===== config.mk =====
export PLATFORM = sky130hd
export DESIGN_NAME = int16_dot_accum
export DESIGN_NICKNAME = d
export VERILOG_FILES = /design/src/rtl/int16_dot_accum_pkg.sv /design/src/rtl/int16_dot_fifo.sv /design/src/rtl/int16_dot_accum.sv
export SDC_FILE = /design/constraint.sdc
export NUM_CORES = 1
export LEC_CHECK = 0
export BUFFER_PORTS_ARGS = -buffer_cell sky130_fd_sc_hd__buf_2
export CORE_ASPECT_RATIO = 1.2
export CORE_MARGIN = 4
export CORE_UTILIZATION = 30
export DETAILED_ROUTE_END_ITERATION = 12
export GPL_ROUTABILITY_DRIVEN = 0
export SYNTH_ARGS = -nofsm -noshare
export SYNTH_HDL_FRONTEND = slang
export SYNTH_SLANG_ARGS = --single-unit

===== constraint.sdc =====
create_clock -name clk -period 2.94 [get_ports clk]
set_input_delay 0.441 -clock clk [delete_from_list [all_inputs] [get_ports clk]]
set_output_delay 0.441 -clock clk [all_outputs]
set_load 0.02 [all_outputs]

===== src/rtl/int16_dot_accum_pkg.sv =====
// Shared definitions for the int16 dot-product accumulator.
//   DATA_W    - width of products and sums
//   SUM_MAX   - most positive signed 16-bit sum
//   SUM_MIN   - most negative signed 16-bit sum
//   sat_add16 - 16-bit add that wraps, or clamps to the signed range when sat is set
package int16_dot_accum_pkg;

    localparam int unsigned DATA_W = 16;
    localparam logic [DATA_W-1:0] SUM_MAX = 16'h7FFF;
    localparam logic [DATA_W-1:0] SUM_MIN = 16'h8000;

    function automatic logic [DATA_W-1:0] sat_add16(input logic [DATA_W-1:0] a,
                                                    input logic [DATA_W-1:0] b,
                                                    input logic              sat);
        logic [DATA_W:0] s;
        s = {a[DATA_W-1], a} + {b[DATA_W-1], b};
        // Sign-extended sum: the top two bits differ only on signed overflow.
        if (sat && (s[DATA_W] != s[DATA_W-1])) begin
            return s[DATA_W] ? SUM_MIN : SUM_MAX;
        end
        return s[DATA_W-1:0];
    endfunction

endpackage


===== src/rtl/int16_dot_fifo.sv =====
// Synchronous first-word-fall-through FIFO holding completed sums.
//   clk_i, rst_ni - clock, asynchronous active-low reset
//   clr_i         - synchronous clear back to the reset state
//   push_i        - write wdata_i (refused when full unless a pop happens the same cycle)
//   pop_i         - remove the head entry (ignored when empty)
//   rdata_o       - head entry; holds the last popped entry while empty
//   valid_o       - FIFO non-empty
//   level_o       - number of entries held
//   drop_o        - push refused this cycle because the FIFO was full
module int16_dot_fifo #(
    parameter int unsigned Depth = 4,
    parameter int unsigned Width = 23
) (
    input  logic                       clk_i,
    input  logic                       rst_ni,
    input  logic                       clr_i,
    input  logic                       push_i,
    input  logic [Width-1:0]           wdata_i,
    input  logic                       pop_i,
    output logic [Width-1:0]           rdata_o,
    output logic                       valid_o,
    output logic [$clog2(Depth+1)-1:0] level_o,
    output logic                       drop_o
);

    localparam int unsigned PtrW = $clog2(Depth);
    localparam int unsigned LvlW = $clog2(Depth + 1);

    logic [Width-1:0] mem_q [Depth];
    logic [PtrW-1:0]  wr_ptr_q, rd_ptr_q;
    logic [LvlW-1:0]  level_q, level_d;
    logic [Width-1:0] last_q;
    logic             full, empty, push_ok, pop_ok;

    assign full    = (level_q == LvlW'(Depth));
    assign empty   = (level_q == '0);
    assign pop_ok  = pop_i & ~empty;
    // A pop in the same cycle frees the slot, so a push into a full FIFO still lands.
    assign push_ok = push_i & (~full | pop_ok);
    assign drop_o  = push_i & ~push_ok;

    always_comb begin
        level_d = level_q;
        if (push_ok && !pop_ok) begin
            level_d = level_q + LvlW'(1);
        end else if (pop_ok && !push_ok) begin
            level_d = level_q - LvlW'(1);
        end
    end

    always_ff @(posedge clk_i) begin
        if (push_ok) begin
            mem_q[wr_ptr_q] <= wdata_i;
        end
    end

    always_ff @(posedge clk_i or negedge rst_ni) begin
        if (!rst_ni) begin
            wr_ptr_q <= '0;
            rd_ptr_q <= '0;
            level_q  <= '0;
            last_q   <= '0;
        end else if (clr_i) begin
            wr_ptr_q <= '0;
            rd_ptr_q <= '0;
            level_q  <= '0;
            last_q   <= '0;
        end else begin
            if (push_ok) begin
                wr_ptr_q <= wr_ptr_q + PtrW'(1);
            end
            if (pop_ok) begin
                rd_ptr_q <= rd_ptr_q + PtrW'(1);
                last_q   <= mem_q[rd_ptr_q];
            end
            level_q <= level_d;
        end
    end

    assign valid_o = ~empty;
    assign rdata_o = empty ? last_q : mem_q[rd_ptr_q];
    assign level_o = level_q;

endmodule


===== src/rtl/int16_dot_accum.sv =====
// Accumulates a never-stalling stream of 16-bit products into per-vector sums and queues each
// completed sum for a ready/valid reader.
//   clk, rst_n         - clock, asynchronous active-low reset
//   clr                - synchronous clear of accumulator, beat count, FIFO and sticky flags
//   in_valid/in_product/in_last - product beat, last beat of the vector
//   out_valid/out_ready/out_sum/out_len - FWFT head of completed sums and its beat count
//   fifo_level         - entries held
//   ovf_err            - sticky: a completed sum was dropped on a full FIFO
//   len_err            - sticky: a vector reached MAX_LEN beats without in_last
module int16_dot_accum
    import int16_dot_accum_pkg::*;
#(
    parameter int unsigned DEPTH   = 4,
    parameter int unsigned MAX_LEN = 64,
    parameter int unsigned SAT     = 0
) (
    input  logic                         clk,
    input  logic                         rst_n,
    input  logic                         clr,
    input  logic                         in_valid,
    input  logic [DATA_W-1:0]            in_product,
    input  logic                         in_last,
    output logic                         out_valid,
    input  logic                         out_ready,
    output logic [DATA_W-1:0]            out_sum,
    output logic [$clog2(MAX_LEN+1)-1:0] out_len,
    output logic [$clog2(DEPTH+1)-1:0]   fifo_level,
    output logic                         ovf_err,
    output logic                         len_err
);

    localparam int unsigned LenW = $clog2(MAX_LEN + 1);
    localparam logic [LenW-1:0] LastCnt = LenW'(MAX_LEN - 1);

    logic [DATA_W-1:0]      acc_q, acc_next;
    logic [LenW-1:0]        cnt_q, cnt_next;
    logic                   ovf_q, len_q;
    logic                   at_max, close, push, pop, drop;
    logic [DATA_W+LenW-1:0] rdata;

    assign acc_next = sat_add16(acc_q, in_product, SAT != 0);
    assign cnt_next = cnt_q + LenW'(1);
    assign at_max   = (cnt_q == LastCnt);
    assign close    = in_valid & (in_last | at_max);
    // clr wins over both the closing push and the reader's pop.
    assign push     = close & ~clr;
    assign pop      = out_ready & ~clr;

    always_ff @(posedge clk or negedge rst_n) begin
        if (!rst_n) begin
            acc_q <= '0;
            cnt_q <= '0;
            ovf_q <= 1'b0;
            len_q <= 1'b0;
        end else if (clr) begin
            acc_q <= '0;
            cnt_q <= '0;
            ovf_q <= 1'b0;
            len_q <= 1'b0;
        end else begin
            if (in_valid) begin
                acc_q <= close ? '0 : acc_next;
                cnt_q <= close ? '0 : cnt_next;
            end
            if (in_valid && !in_last && at_max) begin
                len_q <= 1'b1;
            end
            if (drop) begin
                ovf_q <= 1'b1;
            end
        end
    end

    int16_dot_fifo #(
        .Depth (DEPTH),
        .Width (DATA_W + LenW)
    ) u_fifo (
        .clk_i   (clk),
        .rst_ni  (rst_n),
        .clr_i   (clr),
        .push_i  (push),
        .wdata_i ({acc_next, cnt_next}),
        .pop_i   (pop),
        .rdata_o (rdata),
        .valid_o (out_valid),
        .level_o (fifo_level),
        .drop_o  (drop)
    );

    assign out_sum = rdata[DATA_W+LenW-1:LenW];
    assign out_len = rdata[LenW-1:0];
    assign ovf_err = ovf_q;
    assign len_err = len_q;

endmodule


==> metrics.csv, run 1 <==
metric,value,unit
status,"finished, final reports clean",
htreeDepth,4,
die-area,25300,µm²
register_area,4140,µm²
antenna_cells,0,
cap_viol_max_count,0,
cts-root-buf,clkbuf_16,
synth.area.top_cells,"edfxtp_1, dfrtp_1, mux4_2, mux2_2, nand2_1",
drv_slew,0,
port_buffers,50,
synthToLayoutAreaGrowth,17.8,%
n_fill_cell,2111,
slew_headroom,32.0,%
hold_viol,0,
die_w,146,µm
clock_path_buffers,2,
synth-main-ff-cell,edfxtp_1,
synth_edf_count,92,
rsz0062_at_grt,no,
cts_setup_buffers,0,
die_h,173,µm
clk_latency,0.41,ns
setup_tns,0,ns
cts_hold_buf,0,
vias_per_cell,5.01,
final_antenna_net_count,0,
peakVddDrop,0.434,mV
clkTransAtPathRegs,0.06,ns
fmax,0.369,GHz
syn-cell-area,6850,µm²
period_minus_slack,2.71,ns
num_io_pins,51,
grt_usage,12.2,%
setup_viol,0,
start_kind,register,
drive_gt1_share,25.4,%
initial_core_util,30.5,%
drc,0,
yosys.area.top_type,edfxtp_1,
arrival,2.27,ns
syn_avg_cell_area,13.5,µm²
grt_max_degree,34,
drt-initial-drc-count,234,
place_inst,822,
synth-seq-cells,147,
grt_pass1_wl,24400,µm
rr_worst_depth,9,
cp_slowest_cell,or3_1,
skew,0.0115,ns
clock-sinks,147,
cts_inserted_buffers,17,
path_class,register to output port,
synth_most_common_cell,edfxtp_1,
powerDensity,762,nW/µm²
multiInputGateArea,2570,µm²
p_leak,3.11,nW
coreArea,22400,µm²
wire_per_inst,17.4,µm
ctsResizeCount,0,
synthArstFlopShare,37.4,%
tritoncts,yes,
final_nets,606,
synth_seq_area_share,60.5,%
path_cells,or3_1 -> buf_4 -> mux2_2 -> buf_2,
fin_cells,854,
netlist.area_leader.share,40.4,%
first_pass_iters,6,
post-route-period-util,92.2,%
antenna_found_initial,0,
crit_required,2.50,ns
hp-class,input pin to asynchronous set/reset pin,
synthDistinctLibCells,52,
grt_overflow_total,0,
grt_pass1_vias,4519,
cpPeakStageDelay,0.63,ns
num_vias,4282,
synthTopCellsByCount,"edfxtp_1, nand2_1, dfrtp_1",
cp-end-kind,output port,
worstMarginPinSlew,1.02,ns
dp_hpwl,10200,µm
syn_nets,551,
worstPathMaxFanout,15,
wl,14900,µm
synth_warnings,0,
rows,60,
syn_inst,507,
[sequential cells by signal, summed over array words and instances (netlist names)]
register / count
u_fifo.rd_ptr_q: 2
u_fifo.level_o: 3
ovf_err: 1
cnt_q: 7
u_fifo.last_q: 23
u_fifo.wr_ptr_q: 2
u_fifo.mem_q: 92
acc_q: 16
len_err: 1
[kinds of logic (layout without fill, tap and decap cells)]
| group | after synthesis | count (layout) | synth area share (%) |
|---|---|---|---|
| muxes | 48 | 48 | 11.7 |
| DFF | 147 | 147 | 60.5 |
| buffers and inverters | 35 | 103 | 2.07 |
| xor gates and xnor gates | 19 | 19 | 2.43 |
| and+or+nand+nor | 135 | 135 | 8.96 |
| AOI/OAI and AO/OA | 101 | 101 | 10.2 |
| adders and majority gates | 22 | 22 | 4.24 |
[metal layers]
layer	vias to the layer above	part of all wire, %	global-route usage [%]
met5	-	0	0
met4	0	1.9	4.35
met3	18	4.2	2.59
met2	93	53	21.6
met1	2167	41	14.6
li1	2004	-	-
[power by group]
part | internal, mW | switching (mW) | total [mW]
clock network | 1.24 | 0.818 | 2.06
registers | 2.34 | 0.0679 | 2.41
logic | 0.688 | 0.983 | 1.67
total | 4.27 | 1.87 | 6.14
[cell usage in the layout (no fill, tap or decap), drive strengths merged, types with 5 or more instances in the layout]
master and n:
buf 62, mux4 23, inv 10, clkinv 5
xor2 7, o31ai 5, ha 20, dfrtp 55
a21o 9, mux2 25, a22o 15, nand2 68
nor3 5, clkinvlp 6, clkbuf 18, o21a 6
xnor2 12, and2 7, a21oi 37, o21ai 14
nor2 28, edfxtp 92, nand3 6
[worst paths after layout]
path	slack, ns	to	startpoint
setup reg to reg	0.53	u_fifo.mem_q[1][21]	acc_q[0]
hold reg to reg	0.50	acc_q[12]	acc_q[12]
setup / recovery	0.23	out_sum[8]	u_fifo.level_o[1]
max in group asynchronous	2.01	u_fifo.last_q[7]	rst_n
min in group clk	0.41	ovf_err	clr
hold / removal	0.03	u_fifo.last_q[19]	rst_n
[cell type report]
cell class,instances,area share [%]
clock buffers,18,5.32
clock inverters,14,1.72
inverters,9,0.419
multi-input cells,325,31.9
flip-flops and latches,147,51.3
well taps,279,4.33
repair buffers,62,5.00
[per-stage QoR]
stage	power [mW]	area, µm²	setup slack, ns	utilization, %	hold slack [ns]
after floorplan	3.65	6850	0.446	-	0.145
after global placement	4.11	7490	0.448	33.4	0.465
after detailed placement	4.15	7490	0.421	33.4	0.481
after CTS	6.22	8060	0.190	35.9	0.0378
after global routing	6.45	8060	0.150	35.9	0.0695
final	6.14	8060	0.229	35.9	0.0286
[critical path: cells and delay by family, from the launching register on]
kind	cells	cell delay, ns
buf+inv	2	0.48
flops	1	0.42
mux	1	0.32
simple gates	1	0.63
Note: power is estimated with default switching activity, not from simulation.
==> run 2, diff against run 1 <==
CAP_MARGIN = 20   (was unset)
CORE_UTILIZATION = 60   (was 30)
PLACE_DENSITY = 0.8   (was unset)
clock period = 2.5 ns   (was 2.94 ns; I/O delays follow)
==> metrics.csv, run 2 (synthesis gave the netlist of run 1 again) <==
metric,value,unit
status,"finished, final reports clean",
final_antenna_net_count,0,
reg2reg_to,u_fifo.mem_q[3][22],
ff2ff_setup_slack,0.16,ns
cpPeakStageDelay,0.56,ns
reg_top3,"u_fifo.mem_q x92, u_fifo.last_q x23, acc_q x16",
postPlaceCellArea,7380,µm²
fmax,0.412,GHz
drt-initial-drc-count,259,
grt_max_degree,37,
num_io_pins,51,
antenna_found_initial,0,
fin_area,7930,µm²
vias_per_cell,5.90,
rows,42,
cp-startpoint,u_fifo.rd_ptr_q[0],
arrival,2.05,ns
setup_viol,0,
die-area,13200,µm²
tritoncts,yes,
post-route-period-util,97.1,%
n_fill_cell,715,
die_h,125,µm
r2r-start,acc_q[1],
peakVddDrop,0.518,mV
powerDensity,894,nW/µm²
grt_pass1_wl,24000,µm
final_nets,613,
dp_hpwl,9230,µm
hp-class,input pin to asynchronous set/reset pin,
p_leak,3.15,nW
htreeDepth,4,
clkTransAtPathRegs,0.06,ns
setup_tns,0,ns
cts_setup_buffers,0,
rsz0062_at_grt,no,
clock_path_buffers,2,
start_kind,register,
period_minus_slack,2.43,ns
grt_pass1_vias,4610,
drv_slew,0,
cts_hold_buf,0,
synthToLayoutAreaGrowth,15.9,%
grt_overflow_total,0,
clock-sinks,147,
rr_worst_depth,7,
wire_per_inst,19.8,µm
antenna_cells,0,
cts-root-buf,clkbuf_16,
worstMarginPinSlew,0.940,ns
place_inst,703,
top_register,u_fifo.mem_q,
cts_inserted_buffers,17,
slew_headroom,37.3,%
path_class,register to output port,
cap_viol_max_count,0,
fin_cells,736,
holdWs,0.0909,ns
coreArea,11100,µm²
crit_required,2.12,ns
skew,0.00714,ns
path_cells,buf_12 -> mux4_2 -> mux2_2 -> buf_2,
total_power,7.09,mW
final_cell_mix,"edfxtp_1, nand2_1, dfrtp_1, buf_2, a21oi_1",
hold_viol,0,
cp-end-kind,output port,
largest_reg_flops,92,
first_pass_iters,4,
clk_latency,0.42,ns
layout_commonest_cell,edfxtp_1,
grt_usage,23.4,%
cp_slowest_cell,mux4_2,
drc,0,
num_vias,4339,
worstPathMaxFanout,13,
port_buffers,50,
die_w,106,µm
wl,14600,µm
initial_core_util,61.7,%
drive_gt1_share,25.9,%
[run 2: worst max-delay path by stage]
stage / endpoint / depth (start not counted)
4_1_cts: out_sum[3] / 4
5_1_grt: u_fifo.mem_q[3][22] / 7
6_report: out_sum[4] / 4
3_3_place_gp: u_fifo.mem_q[0][21] / 10
3_5_place_dp: u_fifo.mem_q[1][21] / 10
2_1_floorplan: u_fifo.mem_q[0][0] / 7
[run 2: layout make-up]
cell class / instances / area [µm²] / area share, %
clock buffers: 24 / 452 / 5.69
clock inverters: 8 / 65.1 / 0.820
inverters: 9 / 33.8 / 0.426
multi-input cells: 325 / 2580 / 32.5
flip-flops and latches: 147 / 4140 / 52.2
well taps: 154 / 193 / 2.43
repair buffers: 69 / 473 / 5.96
[run 2: critical path, delay by kind of cell (launching register included)]
family,cells,cell delay [ns]
buffers and inverters,2,0.34
flip-flops,1,0.42
multiplexers,2,0.85
[run 2: metal layers]
| layer | GRT usage [%] | vias to the layer above | part of all wire, % |
|---|---|---|---|
| met5 | 0 | - | 0 |
| met4 | 8.77 | 0 | 1.7 |
| met3 | 5.36 | 21 | 5.5 |
| met2 | 39.1 | 141 | 52 |
| met1 | 30.2 | 2165 | 41 |
| li1 | - | 2012 | - |
[run 2: report_power, final]
part	switching (mW)	internal (mW)	leakage, nW
clock network	0.899	1.35	0.251
logic	1.14	0.854	1.34
registers	0.0926	2.76	1.56
total	2.13	4.96	3.15
[run 2: per-stage QoR]
stage	util (%)	setup slack [ns]
final	71.5	0.0728
after global routing	71.5	0.0145
after CTS	71.2	0.0182
after detailed placement	66.6	0.0506
after global placement	66.6	0.127
after floorplan	-	0.00619
[run 2: what timing repair did]
item                                    CTS  global route
endpoints found under the hold margin     0             0
gates resized for setup                   0             3
endpoints found under the setup margin    0            21
